[config.mk]
export PLATFORM = sky130hd
export DESIGN_NAME = ov5640_capture
export DESIGN_NICKNAME = d
export VERILOG_FILES = /design/src/rtl/ov5640_capture.sv
export SDC_FILE = /design/constraint.sdc
export NUM_CORES = 1
export LEC_CHECK = 0
export ABC_AREA = 1
export CAP_MARGIN = 20
export CORE_ASPECT_RATIO = 0.9
export CORE_MARGIN = 5
export CORE_UTILIZATION = 60
export CTS_CLUSTER_SIZE = 30
export DETAILED_ROUTE_END_ITERATION = 7
export MAX_ROUTING_LAYER = met4
export PLACE_DENSITY = 0.84
export SYNTH_ARGS = -nofsm -noshare
export SYNTH_HDL_FRONTEND = slang
export SYNTH_SLANG_ARGS = --single-unit
[constraint.sdc]
create_clock -name sys_clk -period 2.5 [get_ports sys_clk]
set_input_delay 0.5 -clock sys_clk [delete_from_list [all_inputs] [get_ports sys_clk]]
set_output_delay 0.5 -clock sys_clk [all_outputs]
set_load 0.03 [all_outputs]
[src/rtl/ov5640_capture.sv]
// OV5640 capture path: input sync, warm-up frame skip, beat-to-pixel packing and line checking.
// Define OV5640_CAPTURE_CROP_EN to add the crop_* ports and the crop window filter.
module ov5640_capture #(
  parameter int DATA_W        = 8,
  parameter int BYTES_PER_PIX = 2,
  parameter int H_ACTIVE      = 640,
  parameter int V_ACTIVE      = 480,
  parameter int SKIP_FRAMES   = 10,
  parameter int VSYNC_POL     = 1
) (
  input  logic                            sys_clk,
  input  logic                            sys_rst,
  input  logic                            capture_en,
  input  logic                            cam_vsync,
  input  logic                            cam_href,
  input  logic [DATA_W-1:0]               cam_data,
`ifdef OV5640_CAPTURE_CROP_EN
  input  logic [11:0]                     crop_x0,
  input  logic [11:0]                     crop_y0,
  input  logic [11:0]                     crop_w,
  input  logic [11:0]                     crop_h,
`endif
  output logic                            pix_valid,
  output logic [DATA_W*BYTES_PER_PIX-1:0] pix_data,
  output logic                            pix_sof,
  output logic                            pix_eol,
  output logic                            line_err,
  output logic [15:0]                     frame_cnt,
  output logic                            busy
);

  localparam int          PIX_W    = DATA_W * BYTES_PER_PIX;
  localparam logic        VS_ACT   = (VSYNC_POL != 0) ? 1'b1 : 1'b0;
  localparam logic [1:0]  B_LAST   = 2'(BYTES_PER_PIX - 1);
  localparam logic [12:0] H_LIM    = 13'(H_ACTIVE);
  localparam logic [12:0] V_LIM    = 13'(V_ACTIVE);
  localparam logic [8:0]  SKIP_LIM = 9'(SKIP_FRAMES);

  typedef enum logic [1:0] {
    ST_IDLE   = 2'd0,
    ST_SKIP   = 2'd1,
    ST_ACTIVE = 2'd2
  } state_t;

  state_t             state_r;
  logic               vsync_r1, vsync_r2, href_r1, href_r2;
  logic [DATA_W-1:0]  data_r1;
  logic [PIX_W-1:0]   hold_r, pend_data_r;
  logic [1:0]         b_r;
  logic [11:0]        x_r, y_r;
  logic [7:0]         skip_cnt_r;
  logic               pend_valid_r, pend_sof_r, pend_eol_r, pend_err_r;

  logic               fs_s, fall_s, last_beat_s, in_win_s, sof_s, eol_s, bad_line_s;
  logic [PIX_W-1:0]   pixel_s;
  logic [11:0]        x_inc_s, y_inc_s;

`ifdef OV5640_CAPTURE_CROP_EN
  logic [11:0]        cx0_r, cy0_r, cw_r, ch_r;
  logic [12:0]        x_end_s, y_end_s;
`endif

  // Edge detection, packing view of the current beat and window/flag decode for the pixel at (x,y).
  always_comb begin
    fs_s        = (vsync_r2 == VS_ACT) && (vsync_r1 != VS_ACT);
    fall_s      = href_r2 && !href_r1;
    pixel_s     = PIX_W'({hold_r, data_r1});
    last_beat_s = (b_r == B_LAST);
    x_inc_s     = (x_r == 12'hFFF) ? x_r : x_r + 12'd1;
    y_inc_s     = (y_r == 12'hFFF) ? y_r : y_r + 12'd1;
    bad_line_s  = (b_r != 2'd0) || ({1'b0, x_r} != H_LIM);
`ifdef OV5640_CAPTURE_CROP_EN
    x_end_s     = {1'b0, cx0_r} + {1'b0, cw_r};
    y_end_s     = {1'b0, cy0_r} + {1'b0, ch_r};
    in_win_s    = ({1'b0, x_r} >= {1'b0, cx0_r}) && ({1'b0, x_r} < x_end_s) &&
                  ({1'b0, y_r} >= {1'b0, cy0_r}) && ({1'b0, y_r} < y_end_s) &&
                  ({1'b0, y_r} < V_LIM);
    sof_s       = (x_r == cx0_r) && (y_r == cy0_r);
    eol_s       = ({1'b0, x_r} == (x_end_s - 13'd1));
`else
    in_win_s    = ({1'b0, y_r} < V_LIM);
    sof_s       = (x_r == 12'd0) && (y_r == 12'd0);
    eol_s       = ({1'b0, x_r} == (H_LIM - 13'd1));
`endif
  end

  // Input sync, capture FSM, packing counters and the two-stage registered output path.
  always_ff @(posedge sys_clk) begin
    if (sys_rst) begin
      state_r      <= ST_IDLE;
      vsync_r1     <= ~VS_ACT;
      vsync_r2     <= ~VS_ACT;
      href_r1      <= 1'b0;
      href_r2      <= 1'b0;
      data_r1      <= '0;
      hold_r       <= '0;
      b_r          <= 2'd0;
      x_r          <= 12'd0;
      y_r          <= 12'd0;
      skip_cnt_r   <= 8'd0;
      pend_valid_r <= 1'b0;
      pend_data_r  <= '0;
      pend_sof_r   <= 1'b0;
      pend_eol_r   <= 1'b0;
      pend_err_r   <= 1'b0;
      pix_valid    <= 1'b0;
      pix_data     <= '0;
      pix_sof      <= 1'b0;
      pix_eol      <= 1'b0;
      line_err     <= 1'b0;
      frame_cnt    <= 16'd0;
      busy         <= 1'b0;
`ifdef OV5640_CAPTURE_CROP_EN
      cx0_r        <= 12'd0;
      cy0_r        <= 12'd0;
      cw_r         <= 12'd0;
      ch_r         <= 12'd0;
`endif
    end else begin
      vsync_r1     <= cam_vsync;
      vsync_r2     <= vsync_r1;
      href_r1      <= cam_href;
      href_r2      <= href_r1;
      data_r1      <= cam_data;
      pend_valid_r <= 1'b0;
      pend_sof_r   <= 1'b0;
      pend_eol_r   <= 1'b0;
      pend_err_r   <= 1'b0;
      pix_valid    <= pend_valid_r;
      pix_data     <= pend_data_r;
      pix_sof      <= pend_sof_r;
      pix_eol      <= pend_eol_r;
      line_err     <= pend_err_r;
      busy         <= (state_r != ST_IDLE);
      if (fs_s) begin
        // Frame start wins over any beat or line end in the same cycle.
        b_r <= 2'd0;
        x_r <= 12'd0;
        y_r <= 12'd0;
`ifdef OV5640_CAPTURE_CROP_EN
        cx0_r <= crop_x0;
        cy0_r <= crop_y0;
        cw_r  <= crop_w;
        ch_r  <= crop_h;
`endif
        case (state_r)
          ST_IDLE: begin
            skip_cnt_r <= 8'd0;
            if (capture_en) begin
              state_r <= (SKIP_FRAMES == 0) ? ST_ACTIVE : ST_SKIP;
            end else begin
              state_r <= ST_IDLE;
            end
          end
          ST_SKIP: begin
            if (({1'b0, skip_cnt_r} + 9'd1) == SKIP_LIM) begin
              state_r <= capture_en ? ST_ACTIVE : ST_IDLE;
            end else begin
              skip_cnt_r <= skip_cnt_r + 8'd1;
            end
          end
          ST_ACTIVE: begin
            frame_cnt <= frame_cnt + 16'd1;
            state_r   <= capture_en ? ST_ACTIVE : ST_IDLE;
          end
          default: state_r <= ST_IDLE;
        endcase
      end else if (state_r == ST_ACTIVE) begin
        if (href_r1) begin
          hold_r <= pixel_s;
          if (last_beat_s) begin
            b_r <= 2'd0;
            x_r <= x_inc_s;
            if (in_win_s) begin
              pend_valid_r <= 1'b1;
              pend_data_r  <= pixel_s;
              pend_sof_r   <= sof_s;
              pend_eol_r   <= eol_s;
            end
          end else begin
            b_r <= b_r + 2'd1;
          end
        end else if (fall_s) begin
          pend_err_r <= bad_line_s;
          b_r        <= 2'd0;
          x_r        <= 12'd0;
          y_r        <= y_inc_s;
        end
      end
    end
  end

endmodule
==> flow_metrics.env <==
export IMPL_post_synth_cell_area_avg_um2=7.599
export IMPL_finClkSkew_ns=0.005803
export IMPL_synth_top_family_by_area="simple AND/OR/NAND/NOR gates"
export IMPL_swShare=0.2353
export IMPL_yosysWarnings=0
export IMPL_hold_end="href_r1$_SDFF_PP0_"
export IMPL_avgRoutedWirePerCell_um=13.08
export IMPL_path_depth=1
export IMPL_ff2ff_path_depth=8
export IMPL_initial_core_util=0.6087
export IMPL_drive_above_1_share=0.09348
export IMPL_final_cell_mix="inv_1, dfxtp_1, nand2_1"
export IMPL_diodes=0
export IMPL_post_cts_buffers=0
export IMPL_cp_required_ns=2.00
export IMPL_power_frac_comb=0.032
export IMPL_finalCritPeriodShare=0.8722
export IMPL_cts_tree="built"
export IMPL_ys_types=40
export IMPL_slew_viol_final=0
export IMPL_muxShareOfSynthArea=0
export IMPL_pwr_share_clk=0.522
export IMPL_cpPeakStageDelay_ns=0.72
export IMPL_hold_ws_ns=0.3156
export IMPL_path_buf_inv=1
export IMPL_p_seq_frac=0.446
export IMPL_place_congestion=0.9214
export IMPL_wl_um=10530
export IMPL_overflow=0
export IMPL_worstSetupPathType="flip-flop to output port"
export IMPL_grt_max_degree=35
export IMPL_regArea_um2=2262
export IMPL_syn_inst=640
export IMPL_vias_per_cell=5.252
export IMPL_synth_xor_area_share=0.01081
export IMPL_cts_resized=0
export IMPL_antenna_found_initial=0
export IMPL_final_hold_viol_count=0
export IMPL_yosys_area_share_simple=0.2771
export IMPL_synth_compound_area_frac=0.1014
export IMPL_synthTopCellsByArea="dfxtp_1, inv_1, nand2_1"
export IMPL_cp_slowest_cell="clkdlybuf4s50_1"
export IMPL_r2r_start="state_r[0]$_SDFFE_PP0P_"
export IMPL_clkLatencyLatePin_ns=0.52
export IMPL_area_growth_pct=22.02
export IMPL_dp_hpwl_um=7071
export IMPL_synth_top_cell_area_share=0.4651
export IMPL_r2r_slack_ns=0.41
export IMPL_drt_pass1_iter_count=5
export IMPL_core_um2=7990
export IMPL_max_slew_margin_rel=0.5264
export IMPL_tightest_slew_ns=0.7096
export IMPL_leakagePower_nw=2.521
export IMPL_p_int_mw=3.148
export IMPL_final_common_cell="inv_1"
export IMPL_rr_endpoint="pend_eol_r$_SDFF_PP0_"
export IMPL_fp_dieW_um=104.9
export IMPL_grtUsageMet3=0.06432
export IMPL_io_pins=50
export IMPL_rsz0062_at_grt="no"
export IMPL_hold_buffers=0
export IMPL_finalSetupViolCount=0
export IMPL_drt_first_iter_violations=312
export IMPL_crit_chain="clkdlybuf4s50_1"
export IMPL_whs_path_depth=2
export IMPL_arrival_ns=1.68
export IMPL_min_from="sys_rst"
export IMPL_clockRootBuffer="clkbuf_8"
export IMPL_drc=0
export IMPL_dieArea_um2=10010
export IMPL_die_h_um=95.41
export IMPL_post_route_min_period_ns=2.180
export IMPL_cts_htree_levels=4
export IMPL_postRouteAntennaNets=0
export IMPL_synth_area_um2=4863
export IMPL_peakVddDrop_v=0.0003648
export IMPL_crit_path_end_kind="output port"
export IMPL_nets=717
export IMPL_row_count=31
export IMPL_grt_use_met1=0.2808
export IMPL_cp_start_kind="flip-flop"
export IMPL_nFillCells=574
export IMPL_status="complete, no violations"
export IMPL_cts_buffers=17
export IMPL_clock_sinks=113
export IMPL_cts_max_path_buffers=2
export IMPL_port_buffers=49
export IMPL_setup_tns_ns=0
export IMPL_top_usage_layer="met2"
export IMPL_hold_path_class="input pin to flip-flop"
export IMPL_critPathTopFamily="buffers and inverters"
export IMPL_met2_usage=0.3684
export IMPL_ys_ff_latch=113
export IMPL_power_density_nw_per_um2=693.6
export IMPL_switchingPower_mw=0.9687
export IMPL_drv_max_cap_violation_count=0
export IMPL_synth_nets=664
export IMPL_grt_total_usage=0.2297
export IMPL_grt_pass1_vias=4003
export IMPL_grt_first_pass_wirelength_um=18100
export IMPL_synthAdderAreaFrac=0.02830
export IMPL_multi_input_area_um2=2031
export IMPL_ys_seq_area_frac=0.4651
export IMPL_yosysTopAreaCell="dfxtp_1"
export IMPL_vias=4228
export IMPL_max_freq_mhz=458.6
export IMPL_clk_pin_slew_ns=0.06
export IMPL_crit_fanout=7
-- synth_stat cells, drive strengths merged --
| master | number |
|---|---|
| nor3 | 22 |
| dfxtp | 113 |
| or2 | 2 |
| nand2 | 98 |
| ha | 11 |
| nand3b | 2 |
| a211oi | 3 |
| o22ai | 16 |
| a21oi | 34 |
| inv | 124 |
| nand3 | 30 |
| o21bai | 1 |
| nand4 | 19 |
| o21a | 3 |
| xor2 | 5 |
| xnor2 | 1 |
| buf | 11 |
| o21ai | 32 |
| a31oi | 1 |
| nor3b | 1 |
| clkbuf | 7 |
| nor2 | 99 |
| nor4 | 5 |
-- sequential cells by signal (all words and copies together) (netlist names) --
name and cells:
pend_data_r 16, x_r 12, line_err 1, href_r1 1, b_r 2, data_r1 8
busy 1, pix_valid 1, y_r 12, hold_r 8, vsync_r1 1, pix_sof 1
pend_eol_r 1, pend_err_r 1, pix_eol 1, pend_valid_r 1, href_r2 1, frame_cnt 16
vsync_r2 1, state_r 2, pix_data 16, pend_sof_r 1, skip_cnt_r 8
-- cell type report --
| cell class | instances | area share |
|---|---|---|
| multi-input cells | 385 | 0.3422 |
| clock buffers | 19 | 0.07443 |
| flip-flops and latches | 113 | 0.3812 |
| well taps | 99 | 0.02087 |
| inverters | 124 | 0.07843 |
| repair buffers | 52 | 0.08560 |
| clock inverters | 13 | 0.01729 |
-- metrics by stage --
stage	power (mW)	std cells	util	setup slack, ns	cell area, um2
after CTS	4.146	805	0.7427	0.3089	5934
final	4.116	805	0.7427	0.3196	5934
after global placement	1.995	773	0.6746	0.6072	5390
after detailed placement	2.000	773	0.6746	0.4642	5390
after global routing	4.259	805	0.7427	0.2430	5934
after floorplan	1.953	640	-	0.8478	4863
-- logic make-up (layout without fill, tap and decap cells) --
| kind of cell | Yosys count | count (layout) |
|---|---|---|
| simple gates | 278 | 278 |
| xor+xnor | 6 | 6 |
| flops | 113 | 113 |
| compound gates | 90 | 90 |
| fa+ha+maj | 11 | 11 |
| buf+inv | 142 | 208 |
-- power by group through the flow --
stage | clock [mW] | sequential [mW] | combinational [mW]
3_3_place_gp | 0 | 1.87 | 0.122
3_5_place_dp | 0 | 1.87 | 0.128
5_1_grt | 2.28 | 1.84 | 0.146
4_1_cts | 2.18 | 1.83 | 0.130
2_1_floorplan | 0 | 1.87 | 0.0846
6_report | 2.15 | 1.83 | 0.131
-- layer usage --
layer / up-vias / share of wire
met4: 0 / 0.016
met1: 1900 / 0.44
li1: 2141 / -
met2: 166 / 0.47
met5: - / 0
met3: 21 / 0.068
-- how the worst max path moves through the flow --
stage | slack, ns | endpoint | start
floorplan | 0.85 | frame_cnt[15]$_SDFFE_PP0P_ | state_r[0]$_SDFFE_PP0P_
global placement | 0.61 | pend_eol_r$_SDFF_PP0_ | state_r[0]$_SDFFE_PP0P_
detailed placement | 0.46 | pend_eol_r$_SDFF_PP0_ | state_r[0]$_SDFFE_PP0P_
CTS | 0.31 | frame_cnt[9] | frame_cnt[9]$_SDFFE_PP0P_
global route | 0.24 | pend_eol_r$_SDFF_PP0_ | state_r[0]$_SDFFE_PP0P_
finish | 0.32 | frame_cnt[9] | frame_cnt[9]$_SDFFE_PP0P_
No activity file was read; power rests on OpenSTA's default activity.
